[config.mk]
export PLATFORM = sky130hd
export DESIGN_NAME = regfile_write_ctrl
export DESIGN_NICKNAME = d
export VERILOG_FILES = /design/src/rtl/regwr_pkg.sv /design/src/rtl/regwr_fifo.sv /design/src/rtl/regfile_write_ctrl.sv
export SDC_FILE = /design/constraint.sdc
export NUM_CORES = 1
export LEC_CHECK = 0
export CAP_MARGIN = 20
export CORE_ASPECT_RATIO = 1.25
export CORE_MARGIN = 8
export CORE_UTILIZATION = 50
export DETAILED_ROUTE_END_ITERATION = 6
export HOLD_SLACK_MARGIN = 0.05
export PLACE_DENSITY = 0.72
export SETUP_SLACK_MARGIN = 0.3
export SKIP_LAST_GASP = 1
export SLEW_MARGIN = 20
export SYNTH_ARGS = -nofsm -noshare
export SYNTH_HDL_FRONTEND = slang
export SYNTH_HIERARCHICAL = 1
export SYNTH_SLANG_ARGS = --single-unit
export TNS_END_PERCENT = 20
[constraint.sdc]
create_clock -name i_Clk -period 5.2 [get_ports i_Clk]
set_clock_uncertainty 0.05 [all_clocks]
set_input_delay 0.78 -clock i_Clk [delete_from_list [all_inputs] [get_ports i_Clk]]
set_output_delay 0.78 -clock i_Clk [all_outputs]
set_load 0.05 [all_outputs]
[src/rtl/regwr_pkg.sv]
// regwr_pkg: shared types and constants for the register-file write controller.
//   regwr_state_e : controller states (S_CLEAR sweep, S_RUN normal traffic)
//   DEF_*         : default geometry of the RISC-V integer register file
//   ZERO_REG      : index of the hard-wired zero register, never written
//   count_w()     : width of an occupancy counter able to hold 0..depth
package regwr_pkg;

  typedef enum logic [0:0] {
    S_CLEAR,
    S_RUN
  } regwr_state_e;

  localparam int DEF_DATA_W   = 32;
  localparam int DEF_ADDR_W   = 5;
  localparam int DEF_NUM_REGS = 32;
  localparam int ZERO_REG     = 0;

  function automatic int count_w(input int depth);
    return $clog2(depth) + 1;
  endfunction

endpackage

[src/rtl/regwr_fifo.sv]
// regwr_fifo: small synchronous in-order FIFO for buffered writeback requests.
// Ports:
//   clk, rst       : clock (rising edge), asynchronous active-high reset
//   push, wdata    : enqueue wdata (ignored when full)
//   pop, rdata     : dequeue; rdata always shows the head entry
//   full, empty    : occupancy flags
//   count          : number of stored entries (0..DEPTH)
module regwr_fifo
  import regwr_pkg::*;
#(
  parameter int DEPTH = 4,
  parameter int WIDTH = 37
) (
  input  logic                      clk,
  input  logic                      rst,
  input  logic                      push,
  input  logic [WIDTH-1:0]          wdata,
  input  logic                      pop,
  output logic [WIDTH-1:0]          rdata,
  output logic                      full,
  output logic                      empty,
  output logic [count_w(DEPTH)-1:0] count
);

  localparam int PTR_W = $clog2(DEPTH);
  localparam int CNT_W = count_w(DEPTH);

  logic [WIDTH-1:0] mem [DEPTH];
  logic [PTR_W-1:0] wr_ptr;
  logic [PTR_W-1:0] rd_ptr;
  logic             do_push;
  logic             do_pop;

  assign full    = (count == CNT_W'(DEPTH));
  assign empty   = (count == '0);
  // A full FIFO never accepts, even when the head leaves on the same edge.
  assign do_push = push & ~full;
  assign do_pop  = pop & ~empty;
  assign rdata   = mem[rd_ptr];

  always_ff @(posedge clk or posedge rst) begin
    if (rst) begin
      wr_ptr <= '0;
      rd_ptr <= '0;
      count  <= '0;
    end else begin
      if (do_push) wr_ptr <= wr_ptr + 1'b1;
      if (do_pop)  rd_ptr <= rd_ptr + 1'b1;
      case ({do_push, do_pop})
        2'b10:   count <= count + 1'b1;
        2'b01:   count <= count - 1'b1;
        default: count <= count;
      endcase
    end
  end

  // Storage needs no reset: entries are only visible through count.
  always_ff @(posedge clk) begin
    if (do_push) mem[wr_ptr] <= wdata;
  end

endmodule

[src/rtl/regfile_write_ctrl.sv]
// regfile_write_ctrl: write-side master of the integer register file.
// Buffers writeback requests in an in-order FIFO, drops writes to x0 and,
// when REGWR_CLEAR_EN is defined, sweeps x1..x(NUM_REGS-1) to zero after
// every reset before accepting traffic. Without REGWR_CLEAR_EN the block
// starts directly in S_RUN and o_Init_Done is constantly 1.
// Ports:
//   i_Clk, i_Rst            : clock, asynchronous active-high reset
//   i_Enb                   : global enable, 0 freezes the block
//   i_Req_Valid/o_Req_Ready : request handshake, iv_Req_Addr/iv_Req_Data payload
//   oW_Enb, ov_Write_R,
//   ov_Write_Data           : registered register-file write port
//   o_Init_Done             : clear sweep finished
//   o_Busy                  : sweep active or requests pending
//   ov_Count                : FIFO occupancy
module regfile_write_ctrl
  import regwr_pkg::*;
#(
  parameter int DATA_W     = DEF_DATA_W,
  parameter int ADDR_W     = DEF_ADDR_W,
  parameter int NUM_REGS   = DEF_NUM_REGS,
  parameter int FIFO_DEPTH = 4
) (
  input  logic                           i_Clk,
  input  logic                           i_Rst,
  input  logic                           i_Enb,
  input  logic                           i_Req_Valid,
  input  logic [ADDR_W-1:0]              iv_Req_Addr,
  input  logic [DATA_W-1:0]              iv_Req_Data,
  output logic                           o_Req_Ready,
  output logic                           oW_Enb,
  output logic [ADDR_W-1:0]              ov_Write_R,
  output logic [DATA_W-1:0]              ov_Write_Data,
  output logic                           o_Init_Done,
  output logic                           o_Busy,
  output logic [count_w(FIFO_DEPTH)-1:0] ov_Count
);

  localparam int ENT_W = ADDR_W + DATA_W;

  logic             run;
  logic             fifo_push;
  logic             fifo_pop;
  logic             fifo_full;
  logic             fifo_empty;
  logic [ENT_W-1:0] fifo_head;

`ifdef REGWR_CLEAR_EN
  regwr_state_e      state;
  logic [ADDR_W-1:0] sweep_idx;

  assign run = (state == S_RUN);
`else
  assign run = 1'b1;
`endif

  // Ready is masked during reset so nothing is advertised before release.
  assign o_Req_Ready = ~i_Rst & run & i_Enb & ~fifo_full;
  // x0 requests complete the handshake but are never stored.
  assign fifo_push   = i_Req_Valid & o_Req_Ready & (iv_Req_Addr != ADDR_W'(ZERO_REG));
  assign fifo_pop    = run & i_Enb & ~fifo_empty;
  assign o_Busy      = i_Rst | ~run | (ov_Count != '0);

  regwr_fifo #(
    .DEPTH (FIFO_DEPTH),
    .WIDTH (ENT_W)
  ) u_fifo (
    .clk   (i_Clk),
    .rst   (i_Rst),
    .push  (fifo_push),
    .wdata ({iv_Req_Addr, iv_Req_Data}),
    .pop   (fifo_pop),
    .rdata (fifo_head),
    .full  (fifo_full),
    .empty (fifo_empty),
    .count (ov_Count)
  );

  always_ff @(posedge i_Clk or posedge i_Rst) begin
    if (i_Rst) begin
      oW_Enb        <= 1'b0;
      ov_Write_R    <= '0;
      ov_Write_Data <= '0;
`ifdef REGWR_CLEAR_EN
      o_Init_Done   <= 1'b0;
      state         <= S_CLEAR;
      sweep_idx     <= ADDR_W'(1);
`else
      o_Init_Done   <= 1'b1;
`endif
    end else begin
      // Write strobe is a single-cycle pulse; address/data hold otherwise.
      oW_Enb <= 1'b0;
      if (fifo_pop) begin
        oW_Enb        <= 1'b1;
        ov_Write_R    <= fifo_head[DATA_W +: ADDR_W];
        ov_Write_Data <= fifo_head[DATA_W-1:0];
      end
`ifdef REGWR_CLEAR_EN
      if (i_Enb && state == S_CLEAR) begin
        oW_Enb        <= 1'b1;
        ov_Write_R    <= sweep_idx;
        ov_Write_Data <= '0;
        sweep_idx     <= sweep_idx + 1'b1;
        if (sweep_idx == ADDR_W'(NUM_REGS - 1)) begin
          state       <= S_RUN;
          o_Init_Done <= 1'b1;
        end
      end
`endif
    end
  end

endmodule

# ---- Yosys cells after proc, flatten, opt, wreduce, memory -nomap -nowiden
# Memories as Yosys holds them, arrays and structs flattened. A register that Yosys moved wholly into a read port is not among the register bits.
# Index checks and enable logic that the tools add are counted.
dict set report word_totals {
  mem_bits_rw 148
  ff_bits 8
  mem_count 1
  elab_cells 31
  out_inout_bits 44
  inputBits 41
}
dict set report op_classes {
  bitwise_logic 11
  muxes 4
  reduce_logical 4
  n_addsub 4
  n_eq_ne 3
}
# name words width rd rd_clocked_by_memory_dff write_ports line
set memory_table {}
lappend memory_table {u_fifo.mem 4 37 1 1 1 regwr_fifo.sv:28} ;# logic [WIDTH-1:0] mem [DEPTH];
# cell n
set ops {}
lappend ops {{$and 1x1->1} 7}
lappend ops {{$pmux 3 s2} 1}
lappend ops {{$reduce_bool 5->1} 1}
lappend ops {{$add 2x1->2 const B} 2}
lappend ops {{$add 3x1->3 const B} 1}
lappend ops {{$eq 3x3->1 const B} 1}
lappend ops {{$logic_not 3->1} 1}
lappend ops {{$mux 1} 3}
lappend ops {{$not 1->1} 3}
lappend ops {{$reduce_bool 3->1} 1}
lappend ops {{$sub 3x1->3 const B} 1}
lappend ops {{$eq 2x1->1 const B} 1}
lappend ops {{$eq 2x2->1 const B} 1}
lappend ops {{$reduce_bool 2->1} 1}
lappend ops {{$or 1x1->1} 1}

# ---- Logic depth before layout (Yosys ltp)
dict set report logic_depth {
  word_depth 8
  ltp_mapped 11
  ltp_nobuf 11
}

# ---- By module
# The synthesis kept the hierarchy.
# module cells_per_inst area_each_um2 seq_area_each_um2 instances
set modules_own_cells {}
lappend modules_own_cells {regwr_fifo 231 5759.3 4619.4 1}
lappend modules_own_cells {regfile_write_ctrl 87 1549.0 950.9 1}

# ---- Least setup slack after synthesis
# OpenSTA, ideal clock, no wires.
dict set report synth_timing {
  path_type {register -> register}
  from {register u_fifo.count[2]}
  to {memory u_fifo.mem[0][0], enable pin}
  setup_slack_ps 1208
  setup_ps 398
  period_less_slack_ps 3992
  path_stages_with_launch 6
  required_time_ps 4752
  arrival_ps 3544
  cell_sequence {dfrtp_1 -> nor3b_2 -> nor3b_1 -> o211a_1 -> nor2b_2 -> and2_1}
}
dict set report synth_between {
  elab_chain_cells 8
}
# element line
set synth_lines {}
lappend synth_lines {{start: declaration} regwr_fifo.sv:22} ;# output logic [count_w(DEPTH)-1:0] count
lappend synth_lines {{start signal: assignment} regwr_fifo.sv:50} ;# 2'b10: count <= count + 1'b1;
lappend synth_lines {{start signal: assignment} regwr_fifo.sv:51} ;# 2'b01: count <= count - 1'b1;
lappend synth_lines {{start signal: assignment} regwr_fifo.sv:52} ;# default: count <= count;
lappend synth_lines {{$eq 3x3->1} regwr_fifo.sv:34} ;# assign full = (count == CNT_W'(DEPTH));
lappend synth_lines {{net fifo_full} regfile_write_ctrl.sv:43} ;# logic fifo_full;
lappend synth_lines {{$not 1->1} regfile_write_ctrl.sv:57} ;# assign o_Req_Ready = ~i_Rst & run & i_Enb & ~fifo_full;
lappend synth_lines {{$and 1x1->1} regfile_write_ctrl.sv:57}
lappend synth_lines {{net o_Req_Ready} regfile_write_ctrl.sv:29} ;# output logic o_Req_Ready,
lappend synth_lines {{$and 1x1->1 (2 in series)} regfile_write_ctrl.sv:59} ;# assign fifo_push = i_Req_Valid & o_Req_Ready & (iv_Req_Addr != ADDR_W'(ZERO_REG));
lappend synth_lines {{net fifo_push} regfile_write_ctrl.sv:41} ;# logic fifo_push;
lappend synth_lines {{$and 1x1->1} regwr_fifo.sv:37} ;# assign do_push = push & ~full;
lappend synth_lines {{$mux 1} regwr_fifo.sv:59} ;# if (do_push) mem[wr_ptr] <= wdata;
lappend synth_lines {{$mux 1 (implied by the code)} regwr_fifo.sv:59}
lappend synth_lines {{end: declaration} regwr_fifo.sv:28}
# The timed path passes the listed nets, and every way through them passes these cells.

# ---- Worst setup path in the final report
dict set report layout_timing {
  from {input i_Rst}
  to {output o_Busy}
}
dict set report layout_between {
  elab_chain_cells 1
}
# element line
set layout_lines {}
lappend layout_lines {{start: declaration} regfile_write_ctrl.sv:24} ;# input logic i_Rst,
lappend layout_lines {{$or 1x1->1} regfile_write_ctrl.sv:61} ;# assign o_Busy = i_Rst | ~run | (ov_Count != '0);
lappend layout_lines {{end: declaration} regfile_write_ctrl.sv:34} ;# output logic o_Busy,
# Every way passes these cells.

==> flow_summary.toml <==
[clocking]
hold_buffers = 0
post_cts_resized = 0
cts.sinks = 193
numCtsBuffers = 17
cts_tree = "done"
insertion_delay_ns = 0.41
post_cts_buffers = 0
cts-root-buf = "clkbuf_16"
clk_pin_slew_ns = 0.06
cts_max_level = 4
clock_tree.buffer_depth = 2

[yosys]
synth.area.top_cells = "edfxtp_1, dfrtp_1, mux4_2"
yosysWarnings = 8
postSynthAreaPerCell_um2 = 23.0
synth_area_leader_cell = "edfxtp_1"
synth-edff-count = 148
syn_area_um2 = 7310
yosys-top-cells-count = "edfxtp_1, dfrtp_1, mux4_2"
ys_seq_area_share_pct = 76.2
synth_cells = 318
ys_seq_elements = 193
async_reset_ff_share_pct = 23.3
synthDistinctLibCells = 28
synth_top_area_share_pct = 60.8
synthFlopType = "edfxtp_1"
synth.most_common_cell = "edfxtp_1"
syn_nets = 365

[pwr]
p_leak_nw = 3.08
p_switching_mw = 1.72
seq_power_share_pct = 41.2
pwr-share-clk_pct = 24.0
ir_drop_mv = 0.347
switching_share_pct = 33.2
comb_power_share_pct = 34.8
powerDensity_nw_per_um2 = 587
intPower_mw = 3.47

[floorplan]
core-area_um2 = 14300
fp.dieW_um = 124
rows = 49
num_io_pins = 85
die_h_um = 151
fp.dieArea_um2 = 18800
initial_core_util_pct = 50.9

[critical_path]
r2r_slack_ns = 2.39
cp-start-kind = "input port"
end_kind = "output pin"
cp.arrival_ns = 2.50
crit_type = "input port to output pin"
r2r_cells = 10
cp.required_ns = 4.37
cp_max_fo = 4

[timing]
tightest_slew_ns = 1.03
maxSlewViolCount = 0
fmax_ghz = 0.301
rsz0062_at_grt = "false"
setup_violations = 0
timing.final.hold_violations = 0
period_needed_ns = 3.33
slew_headroom_pct = 31.3
fin_crit_sh_pct = 64.0
setup-tns-final_ns = 0

[job]
max_cap_violations = 0

[drt]
drtIter0Drc = 222
wl_per_cell_um = 21.1
drcViolationCount = 0
vias_per_cell = 5.41
firstDrtPassIters = 4
num_vias = 3247
routed_wirelength_um = 12700
drtAntennaViolNets = 0

[place]
dpl_cell_area_um2 = 8270
hpwl_um = 7870
io_buffers = 83
gp_congestion = 0.707

[cells_and_area]
nets = 456
regArea_um2 = 5570
multiInputGateArea_um2 = 1600
final_layout_size_suffix_gt1_share_pct = 27.0
nFillCells = 1041
stdcell_area_um2 = 8850
area_growth_syn_to_layout_pct = 21.0
diodes = 0

[global_routing]
grt_max_degree = 40
grt_pass1_wl_um = 19800
groute.usage.overall_pct = 14.5
overflow = 0
grt_pass1_vias = 3658
antenna_found_initial = 0

[hold_path]
min_path_type = "register to register"
whs_path_depth = 1

[run_status]
status = "completed"
==> cells in the final DEF, fill, tap and decap left out <==
cell and n:
nor3b_1 1, clkbuf_8 2, clkinv_1 2, or4_1 2, clkbuf_16 17, clkdlybuf4s50_1 83
ha_1 5, clkinv_2 1, xnor2_1 3, and2_2 4, mux2i_1 1, inv_2 1
mux4_2 37, edfxtp_1 148, o211a_1 1, nand2_1 1, mux2_2 19, nor2b_4 1
dfrtp_1 43, xor2_1 3, clkinvlp_4 5, nor3_1 1, mux2_4 19, buf_4 2
dfrtp_2 2, fa_1 1, clkbuf_1 3, bufinv_16 2, conb_1 1, nor2_1 1
inv_1 7, nor2b_2 1, o31a_1 1, nor3b_2 1
==> layout make-up <==
| type | count | area share, % |
|---|---|---|
| Clock buffer | 22 | 5.25 |
| Tap cell | 178 | 2.52 |
| Timing Repair Buffer | 85 | 9.56 |
| Inverter | 8 | 0.339 |
| Clock inverter | 10 | 1.24 |
| Sequential cell | 193 | 63.0 |
| Multi-Input combinational cell | 104 | 18.1 |
==> logic make-up after synthesis <==
group / Yosys count / synth area share [%]
mux: 76 / 18.4
fa+ha+maj: 6 / 1.13
xor+xnor: 6 / 0.719
compound gates: 2 / 0.257
flops: 193 / 76.2
other cells: 1 / 0.0513
buf+inv: 21 / 1.95
simple gates: 13 / 1.30
==> flip-flops by register name (all words and copies together), names as in the netlist <==
register	flops
u_fifo/rd_ptr	2
u_fifo/mem	148
u_fifo/count	3
ov_Write_R	5
u_fifo/wr_ptr	2
ov_Write_Data	32
oW_Enb	1
==> per-stage QoR <==
stage	setup WS (ns)	instances	hold slack [ns]	power (mW)	utilization, %
final	1.87	600	0.456	5.19	61.7
after global routing	1.83	600	0.483	5.42	61.7
after CTS	1.87	600	0.461	5.26	61.7
after detailed placement	1.67	568	0.447	4.02	57.7
after global placement	1.78	568	0.444	3.98	57.7
after floorplan	1.21	318	0.484	3.47	-
==> metal layers <==
layer / part of all wire [%] / up-vias / track usage (%)
li1: - / 1451 / -
met1: 40 / 1710 / 16.7
met2: 55 / 78 / 25.1
met3: 4.5 / 8 / 4.07
met4: 0.99 / 0 / 5.07
met5: 0 / - / 0
==> power by group through the flow <==
stage          Combinational [mW]  Sequential (mW)  Clock (mW)
6_report                     1.81             2.14        1.24
5_1_grt                      1.90             2.19        1.33
4_1_cts                      1.84             2.15        1.27
3_5_place_dp                 1.84             2.18           0
3_3_place_gp                 1.81             2.17           0
2_1_floorplan               0.841             2.63           0
==> worst paths after layout <==
kind | start | end
max reg2reg | u_fifo/count[0] | u_fifo/count[2]
min reg2reg | ov_Write_Data[25] | ov_Write_Data[25]
max in group asynchronous | i_Rst | ov_Write_Data[10]
min | ov_Write_Data[25] | ov_Write_Data[25]
max | i_Rst | o_Busy
min in group asynchronous | i_Rst | u_fifo/wr_ptr[1]
==> worst max-delay path, stage by stage <==
cell and delay (ns):
clkdlybuf4s50_1 0.47, or4_1 0.52, clkdlybuf4s50_1 0.72
Note: power is estimated with default switching activity, not from simulation.
